### src/rtl/jt51_slot_dly_if.sv
// Bus bundle for jt51_slot_dly: control/data inputs and the delayed-data outputs.
// Optional parity error flag present when JT51_SLOT_DLY_PARITY_EN is defined.
interface jt51_slot_dly_if #(
    parameter int WIDTH = 5,
    parameter int AW    = 5
);
    logic             cen;
    logic [WIDTH-1:0] din;
    logic [AW-1:0]    dly;
    logic             hold;
    logic             clr;
    logic [WIDTH-1:0] drop;
    logic [AW-1:0]    slot;
    logic             busy;
`ifdef JT51_SLOT_DLY_PARITY_EN
    logic             perr;
`endif

    modport master (
        output cen, din, dly, hold, clr,
`ifdef JT51_SLOT_DLY_PARITY_EN
        input  perr,
`endif
        input  drop, slot, busy
    );

    modport slave (
        input  cen, din, dly, hold, clr,
`ifdef JT51_SLOT_DLY_PARITY_EN
        output perr,
`endif
        output drop, slot, busy
    );
endinterface

### src/rtl/jt51_slot_dly.sv
// RAM-backed per-slot delay line with runtime length, hold/recirculate and a clearing sweep.
// Optional even-parity protection per entry: define JT51_SLOT_DLY_PARITY_EN.
module jt51_slot_dly #(
    parameter int WIDTH  = 5,
    parameter int STAGES = 32,
    parameter int AW     = 5
) (
    input  logic          clk,
    input  logic          rst_n,
    jt51_slot_dly_if.slave bus
);
    localparam logic [0:0]    ST_CLEAR = 1'b0;
    localparam logic [0:0]    ST_RUN   = 1'b1;
    localparam logic [AW-1:0] LAST     = AW'(STAGES - 1);

    logic [0:0]       r_state;
    logic [AW-1:0]    r_cnt;
    logic [AW-1:0]    r_ptr;
    logic [AW-1:0]    r_len;
    logic [WIDTH-1:0] r_drop;
    logic             r_busy;
    logic [WIDTH-1:0] r_mem [STAGES];

    logic [AW-1:0]    w_dly_sat;
    logic [WIDTH-1:0] w_rd;
    logic             w_we;
    logic [AW-1:0]    w_waddr;
    logic [WIDTH-1:0] w_wdata;

`ifdef JT51_SLOT_DLY_PARITY_EN
    logic             r_par [STAGES];
    logic             r_perr;
    logic             w_rd_par;
    logic             w_wpar;
`endif

    // NOTE: every always_comb output gets a default first, so no latch is inferred.
    always_comb begin
        w_dly_sat = (bus.dly > LAST) ? LAST : bus.dly;
        w_rd      = r_mem[r_ptr];
        w_we      = 1'b0;
        w_waddr   = r_ptr;
        w_wdata   = bus.din;
        if (bus.cen && !bus.clr) begin
            if (r_state == ST_CLEAR) begin
                w_we    = 1'b1;
                w_waddr = r_cnt;
                w_wdata = '0;
            end else if (!bus.hold) begin
                w_we = 1'b1;
            end
        end
    end

`ifdef JT51_SLOT_DLY_PARITY_EN
    always_comb begin
        w_rd_par = r_par[r_ptr];
        w_wpar   = (r_state == ST_CLEAR) ? 1'b0 : ^bus.din;
    end
`endif

    // NOTE: the storage array has no reset; the CLEAR sweep initialises it so it maps onto RAM.
    always_ff @(posedge clk) begin
        if (w_we) begin
            r_mem[w_waddr] <= w_wdata;
`ifdef JT51_SLOT_DLY_PARITY_EN
            r_par[w_waddr] <= w_wpar;
`endif
        end
    end

    // Read-before-write: drop captures the old entry on the same edge the new one is stored.
    always_ff @(posedge clk or negedge rst_n) begin
        if (!rst_n) begin
            r_state <= ST_CLEAR;
            r_cnt   <= '0;
            r_ptr   <= '0;
            r_len   <= LAST;
            r_drop  <= '0;
            r_busy  <= 1'b1;
        end else if (bus.clr) begin
            r_state <= ST_CLEAR;
            r_cnt   <= '0;
            r_ptr   <= '0;
            r_drop  <= '0;
            r_busy  <= 1'b1;
        end else if (bus.cen) begin
            if (r_state == ST_CLEAR) begin
                r_drop <= '0;
                if (r_cnt == LAST) begin
                    r_state <= ST_RUN;
                    r_cnt   <= '0;
                    r_ptr   <= '0;
                    r_len   <= w_dly_sat;
                    r_busy  <= 1'b0;
                end else begin
                    r_cnt <= r_cnt + AW'(1);
                end
            end else begin
                r_drop <= w_rd;
                // Length changes only take effect at the wrap, never mid-pass.
                if (r_ptr == r_len) begin
                    r_ptr <= '0;
                    r_len <= w_dly_sat;
                end else begin
                    r_ptr <= r_ptr + AW'(1);
                end
            end
        end
    end

`ifdef JT51_SLOT_DLY_PARITY_EN
    always_ff @(posedge clk or negedge rst_n) begin
        if (!rst_n) begin
            r_perr <= 1'b0;
        end else if (bus.clr) begin
            r_perr <= 1'b0;
        end else if (bus.cen) begin
            r_perr <= (r_state == ST_RUN) && ((^w_rd) != w_rd_par);
        end
    end

    assign bus.perr = r_perr;
`endif

    assign bus.drop = r_drop;
    assign bus.slot = r_ptr;
    assign bus.busy = r_busy;
endmodule

### src/flat_wrapper.sv
// flat-port wrapper written by rule: the top's interface ports become plain ports
module jt51_slot_dly_flat 
#(
    parameter int WIDTH  = 5,
    parameter int STAGES = 32,
    parameter int AW     = 5
)
  (clk, rst_n, bus_cen, bus_din, bus_dly, bus_hold, bus_clr, bus_drop, bus_slot, bus_busy);
  jt51_slot_dly_if #(.WIDTH(WIDTH), .AW(AW)) bus_i ();
  input  logic clk;
  input  logic rst_n;
  input wire logic [$bits(bus_i.cen)-1:0] bus_cen;
  input wire logic [$bits(bus_i.din)-1:0] bus_din;
  input wire logic [$bits(bus_i.dly)-1:0] bus_dly;
  input wire logic [$bits(bus_i.hold)-1:0] bus_hold;
  input wire logic [$bits(bus_i.clr)-1:0] bus_clr;
  output wire logic [$bits(bus_i.drop)-1:0] bus_drop;
  output wire logic [$bits(bus_i.slot)-1:0] bus_slot;
  output wire logic [$bits(bus_i.busy)-1:0] bus_busy;
  assign bus_i.cen = bus_cen;
  assign bus_i.din = bus_din;
  assign bus_i.dly = bus_dly;
  assign bus_i.hold = bus_hold;
  assign bus_i.clr = bus_clr;
  assign bus_drop = bus_i.drop;
  assign bus_slot = bus_i.slot;
  assign bus_busy = bus_i.busy;
  jt51_slot_dly #(.WIDTH(WIDTH), .STAGES(STAGES), .AW(AW)) u_core (.clk(clk), .rst_n(rst_n), .bus(bus_i));
endmodule
### config.mk
export PLATFORM = sky130hd
export DESIGN_NAME = jt51_slot_dly_flat
export DESIGN_NICKNAME = d
export VERILOG_FILES = /design/src/rtl/jt51_slot_dly_if.sv /design/src/rtl/jt51_slot_dly.sv /design/src/flat_wrapper.sv
export SDC_FILE = /design/constraint.sdc
export NUM_CORES = 1
export LEC_CHECK = 0
export BUFFER_PORTS_ARGS = -buffer_cell sky130_fd_sc_hd__clkbuf_2
export CORE_MARGIN = 3
export CORE_UTILIZATION = 35
export DETAILED_ROUTE_END_ITERATION = 10
export SYNTH_ARGS = -nofsm -noshare
export SYNTH_HDL_FRONTEND = slang
export SYNTH_SLANG_ARGS = --single-unit
### constraint.sdc
create_clock -name clk -period 1.77 [get_ports clk]
set_input_delay 0.177 -clock clk [delete_from_list [all_inputs] [get_ports clk]]
set_output_delay 0.177 -clock clk [all_outputs]
set_load 0.005 [all_outputs]
# == Yosys cells after proc, flatten, opt, wreduce, memory -nomap -nowiden ==
# Memories as Yosys holds them, arrays and structs flattened.
# Cells that the tools add are included.
# op_classes
bitwise_logic,1
div_mod_pow,0
muxes,33
mul,0
n_eq_ne,4
shift,0
reduce_logical,10
n_lt_le_gt_ge,1
n_addsub,2
# op_table
operator,count
5-bit 2-to-1 mux,20
1-bit 2-to-1 mux,13
"5-bit by 1-bit adder with 5-bit output, second input constant",2
2-bit nonzero test,3
5-bit equality test,1
"5-bit equality test, second input constant",1
"5-bit > comparator, second input constant",1
"2-bit != test, second input constant",2
2-bit AND reduction,2
4-bit AND reduction,1
3-bit AND reduction,1
3-bit nonzero test,1
1-bit logical AND,1
1-bit zero test,1
1-bit inverter,1
# totals
output_inout_bits,11
mem_count,1
ff_bits,22
latch_bits,0
word_cells,58
mem_bits_ro,0
ramBits,160
# mem_list
name,depth,width,read_ports,rd_clocked_by_memory_dff,wr,line,text
u_core.r_mem,32,5,1,0,1,jt51_slot_dly.sv:22,logic [WIDTH-1:0] r_mem [STAGES];

# == Longest topological paths before layout ==
# logic_depth
word_depth,5
mapped_depth,8

# == Worst setup path before layout ==
# No wires, ideal clock.
# synth_path
kind,register to register
from,reg u_core.r_ptr[0] (netlist: u_core.bus.slot[0])
to,mem u_core.r_mem[17][0] (enable)
setup_ns,0.339
stages_incl_launch_ff,7
path_slack_ns,-0.239
synth_period_minus_slack_ns,2.009
arrival_ns,1.670
t_required_ns,1.431
path_cell_list,dfrtp_1 -> buf_4 -> buf_4 -> mux2i_1 -> or3_1 -> buf_4 -> nor2_1
# synth_via
elab_chain_cells,2
# synth_rtl
item,line,text
from (decl),jt51_slot_dly.sv:18,logic [AW-1:0] r_ptr;
from (signal assigned),jt51_slot_dly.sv:106,r_ptr <= r_ptr + AW'(1);
5-bit 2-to-1 mux,jt51_slot_dly.sv:45,if (r_state == ST_CLEAR) begin
5-bit 2-to-1 mux (*),jt51_slot_dly.sv:44,if (bus.cen && !bus.clr) begin
to (decl),jt51_slot_dly.sv:22,
# Mark *: on every way between the ends. The rest lies on a longest branch, timed or not.

# == Final worst setup path ==
# layout_path
from,reg u_core.r_state
to,mem u_core.r_mem[3][1] (enable)
# layout_via
elab_chain_cells,4
word_cells_on_any_way,6
classes_between,mux: 6
# layout_rtl
item,line,text
from (decl),jt51_slot_dly.sv:16,logic [0:0] r_state;
from (signal assigned),jt51_slot_dly.sv:75,r_state <= ST_CLEAR;
from (signal assigned),jt51_slot_dly.sv:82,r_state <= ST_CLEAR;
from (signal assigned),jt51_slot_dly.sv:91,r_state <= ST_RUN;
1-bit 2-to-1 mux,jt51_slot_dly.sv:45,
1-bit 2-to-1 mux,jt51_slot_dly.sv:44,
1-bit 2-to-1 mux,jt51_slot_dly.sv:64,if (w_we) begin
1-bit 2-to-1 mux (implied by the code),jt51_slot_dly.sv:65,r_mem[w_waddr] <= w_wdata;
# Parallel ways exist; a longest one is shown, timed or not.

==> flow_summary.yaml <==
synth:
  synthCells: 444
  ys.flop_type: "edfxtp_1"
  synth-edff-count: 160
  yosys_warnings: 0
  netlist.area_leader.share_pct: 63.32
  synthTopCellsByArea: "edfxtp_1 (63%), mux4_2 (12%), dfrtp_1 (5.3%), dfstp_2 (2.1%), nor2_1 (1.9%)"
  syn_area_per_cell_um2: 17.09
  yosysTopAreaCell: "edfxtp_1"
  synth_area_um2: 7587
  synthArstFlopShare_pct: 12.09
  synthDistinctLibCells: 41
  syn_nets: 462
  yosysSeqAreaShare_pct: 70.68
  yosys_register_bits: 182
sta:
  hold_viol: 0
  setup_ws_ns: -0.1112
  clock_skew_ns: 0.007736
  rsz0062_at_grt: "true"
  slew_headroom_pct: 61.33
  worst_pin_slew_ns: 0.5800
  period_minus_slack_ns: 1.881
  setup_viol: 170
  fin_crit_sh_pct: 106.3
  drv_slew: 0
  setup-tns-final_ns: -10.94
  hold_slack_ns: 0.2647
  fmax_mhz: 531.6
grt:
  grtUsageTotal_pct: 15.18
  grt.overflow.total: 0
  grt_pass1_vias: 4488
  antenna_found_initial: 0
  grt_pass1_wl_um: 26790
  grt_max_degree: 33
floorplan:
  start_util_pct: 35.87
  rows: 53
  io_pins: 26
  core_region_area_um2: 21150
  die_area_um2: 23480
  die_w_um: 153.2
  fp.dieH_um: 153.2
power:
  switching_power_mw: 1.770
  seq_power_share_pct: 55.3
  p_sw_share_pct: 20.75
  p_per_area_nw_per_um2: 868.2
  combPwrFrac_pct: 4.0
  p_int_mw: 6.759
  vdd_drop_max_mv: 0.5103
  p_leak_nw: 3.186
  finalPower_mw: 8.529
  p_clk_share_pct: 40.7
cts:
  clock_latency_ns: 0.43
  cts_buffers: 17
  clock-root-buffer: "clkbuf_16"
  clk_pin_slew_worst_paths_ns: 0.07
  cts_tree: "done"
  clk_path_buf_depth: 2
  htree_levels: 4
  clock_sinks: 182
cells_and_area:
  nNetsFinal: 551
  drive_gt1_share_pct: 47.07
  layout.cells.most_common: "edfxtp_1"
  final_area_um2: 9824
  antenna-diode-count: 0
  instances_no_fill: 821
  final_util_pct: 46.44
  layout_common_cells: "edfxtp_1 (160), mux4_2 (40), nor2_4 (33)"
  syn_to_final_growth_pct: 29.49
detailed_routing:
  vias_per_cell: 5.211
  drc: 0
  wirelength_um: 17530
  first_iter_violations: 375
  ant_nets: 0
  first_pass_iters: 4
  vias: 4278
  wl_per_cell_um: 21.35
critical_path:
  cp-endpoint: "u_core.r_mem[3][1]"
  crit_chain: "nor3b_4 -> buf_6 -> mux2i_1 -> buf_4 -> nand2_2 -> nor2_4"
  worst-endpoint-arrival_ns: 2.01
  crit_start: "u_core.r_state"
  slowest_delay_ns: 0.42
  rr_startpoint: "u_core.r_state"
  required_ns: 1.90
  endpoint_kind: "flip-flop"
  worstRegToRegCells: 6
  critPathLaunchType: "flip-flop"
  rrSetupSlack_ns: -0.11
  r2r_end: "u_core.r_mem[3][1]"
  critPathKind: "flip-flop to flip-flop"
  cp_max_fo: 5
  slowest_stage: "dfrtp_1"
worst_hold_path:
  hp-class: "input port to flip-flop"
placed_design:
  port_buffers: 25
  place.gp.congestion: 0.8072
  dp_cells: 773
  place_ws_ns: -0.1906
  dpl_cell_area_um2: 8612
  dp_hpwl_um: 11050
status:
  status: "finished with violations"
  failed_checks: "negative setup slack"
run:
  maxCapViolations: 0
## area by class of cell
type                    instances  area (um2)
clock buffers                  18       429.2
clock inverters                14       111.4
fillers                      1742       11330
inverters                       2       7.507
multi-input cells             236        2582
flip-flops and latches        182        5366
well taps                     275       344.1
repair buffers                 94       983.4
## critical path, delay by kind of cell (launching register included)
kind / cells / cell delay, ns
buffers and inverters: 2 / 0.34
muxes: 1 / 0.18
and+or+nand+nor: 3 / 0.64
DFF: 1 / 0.42
## sequential cells by signal, indices dropped and copies added, names as in the netlist
signal	flops
u_core.bus.drop	5
u_core.r_len	5
u_core.r_state	1
u_core.r_cnt	5
u_core.r_mem	160
u_core.bus.slot	5
u_core.bus.busy	1
## worst min path at each step
stage                 start                  to  slack, ns  cells after the start
finish              bus_cen      u_core.r_state       0.26                      4
global route        bus_cen      u_core.r_state       0.28                      4
CTS                 bus_cen      u_core.r_state       0.24                      4
detailed placement    rst_n  u_core.bus.slot[3]       0.20                      1
global placement      rst_n  u_core.bus.slot[3]       0.19                      1
floorplan             rst_n  u_core.bus.drop[0]      -0.12                      0
## cell usage after synthesis (all sizes together) (5+ instances only)
cell / number
a22oi: 10
mux2: 7
dfrtp: 16
nand2b: 9
nand3: 10
nor2b: 8
a21oi: 14
edfxtp: 160
dfstp: 6
xor2: 5
nor2: 45
o21ai: 7
clkbuf: 10
nand2: 34
a221oi: 5
mux4: 40
mux2i: 12
a22o: 6
buf: 14
## what timing repair did
item / in CTS / in global routing
resized for setup: 81 / 25
setup endpoints to repair: 175 / 175
gates cloned: 3 / 3
hold buffers: 6 / 0
pin swaps: 35 / 14
hold endpoints to repair: 21 / 0
setup buffers: 4 / 1
## cells by family after synthesis
| family | count (synthesis) | share of synthesized area, % |
|---|---|---|
| adder cells (fa/ha/maj) | 3 | 0.4948 |
| multiplexers | 59 | 14.50 |
| XOR/XNOR | 5 | 0.5772 |
| flip-flops | 182 | 70.68 |
| buffers and inverters | 26 | 1.781 |
| AO/OA/AOI/OAI | 52 | 4.667 |
| AND/OR/NAND/NOR | 117 | 7.306 |
## routing by layer
layer	vias to the layer above	wire, um	GRT usage, %
met3	28	894	3.341
met2	130	8330	23.37
met4	0	410	5.855
met5	-	0	0
met1	2192	7891	21.25
li1	1928	-	-
## power groups by stage
stage / clock network (mW) / logic (mW) / registers, mW
6_report: 3.47 / 0.342 / 4.71
5_1_grt: 3.73 / 0.369 / 4.71
4_1_cts: 3.54 / 0.332 / 4.71
3_5_place_dp: 0 / 0.290 / 4.80
3_3_place_gp: 0 / 0.285 / 4.80
2_1_floorplan: 0 / 0.117 / 4.80
Power figures use the tool's default switching activity.
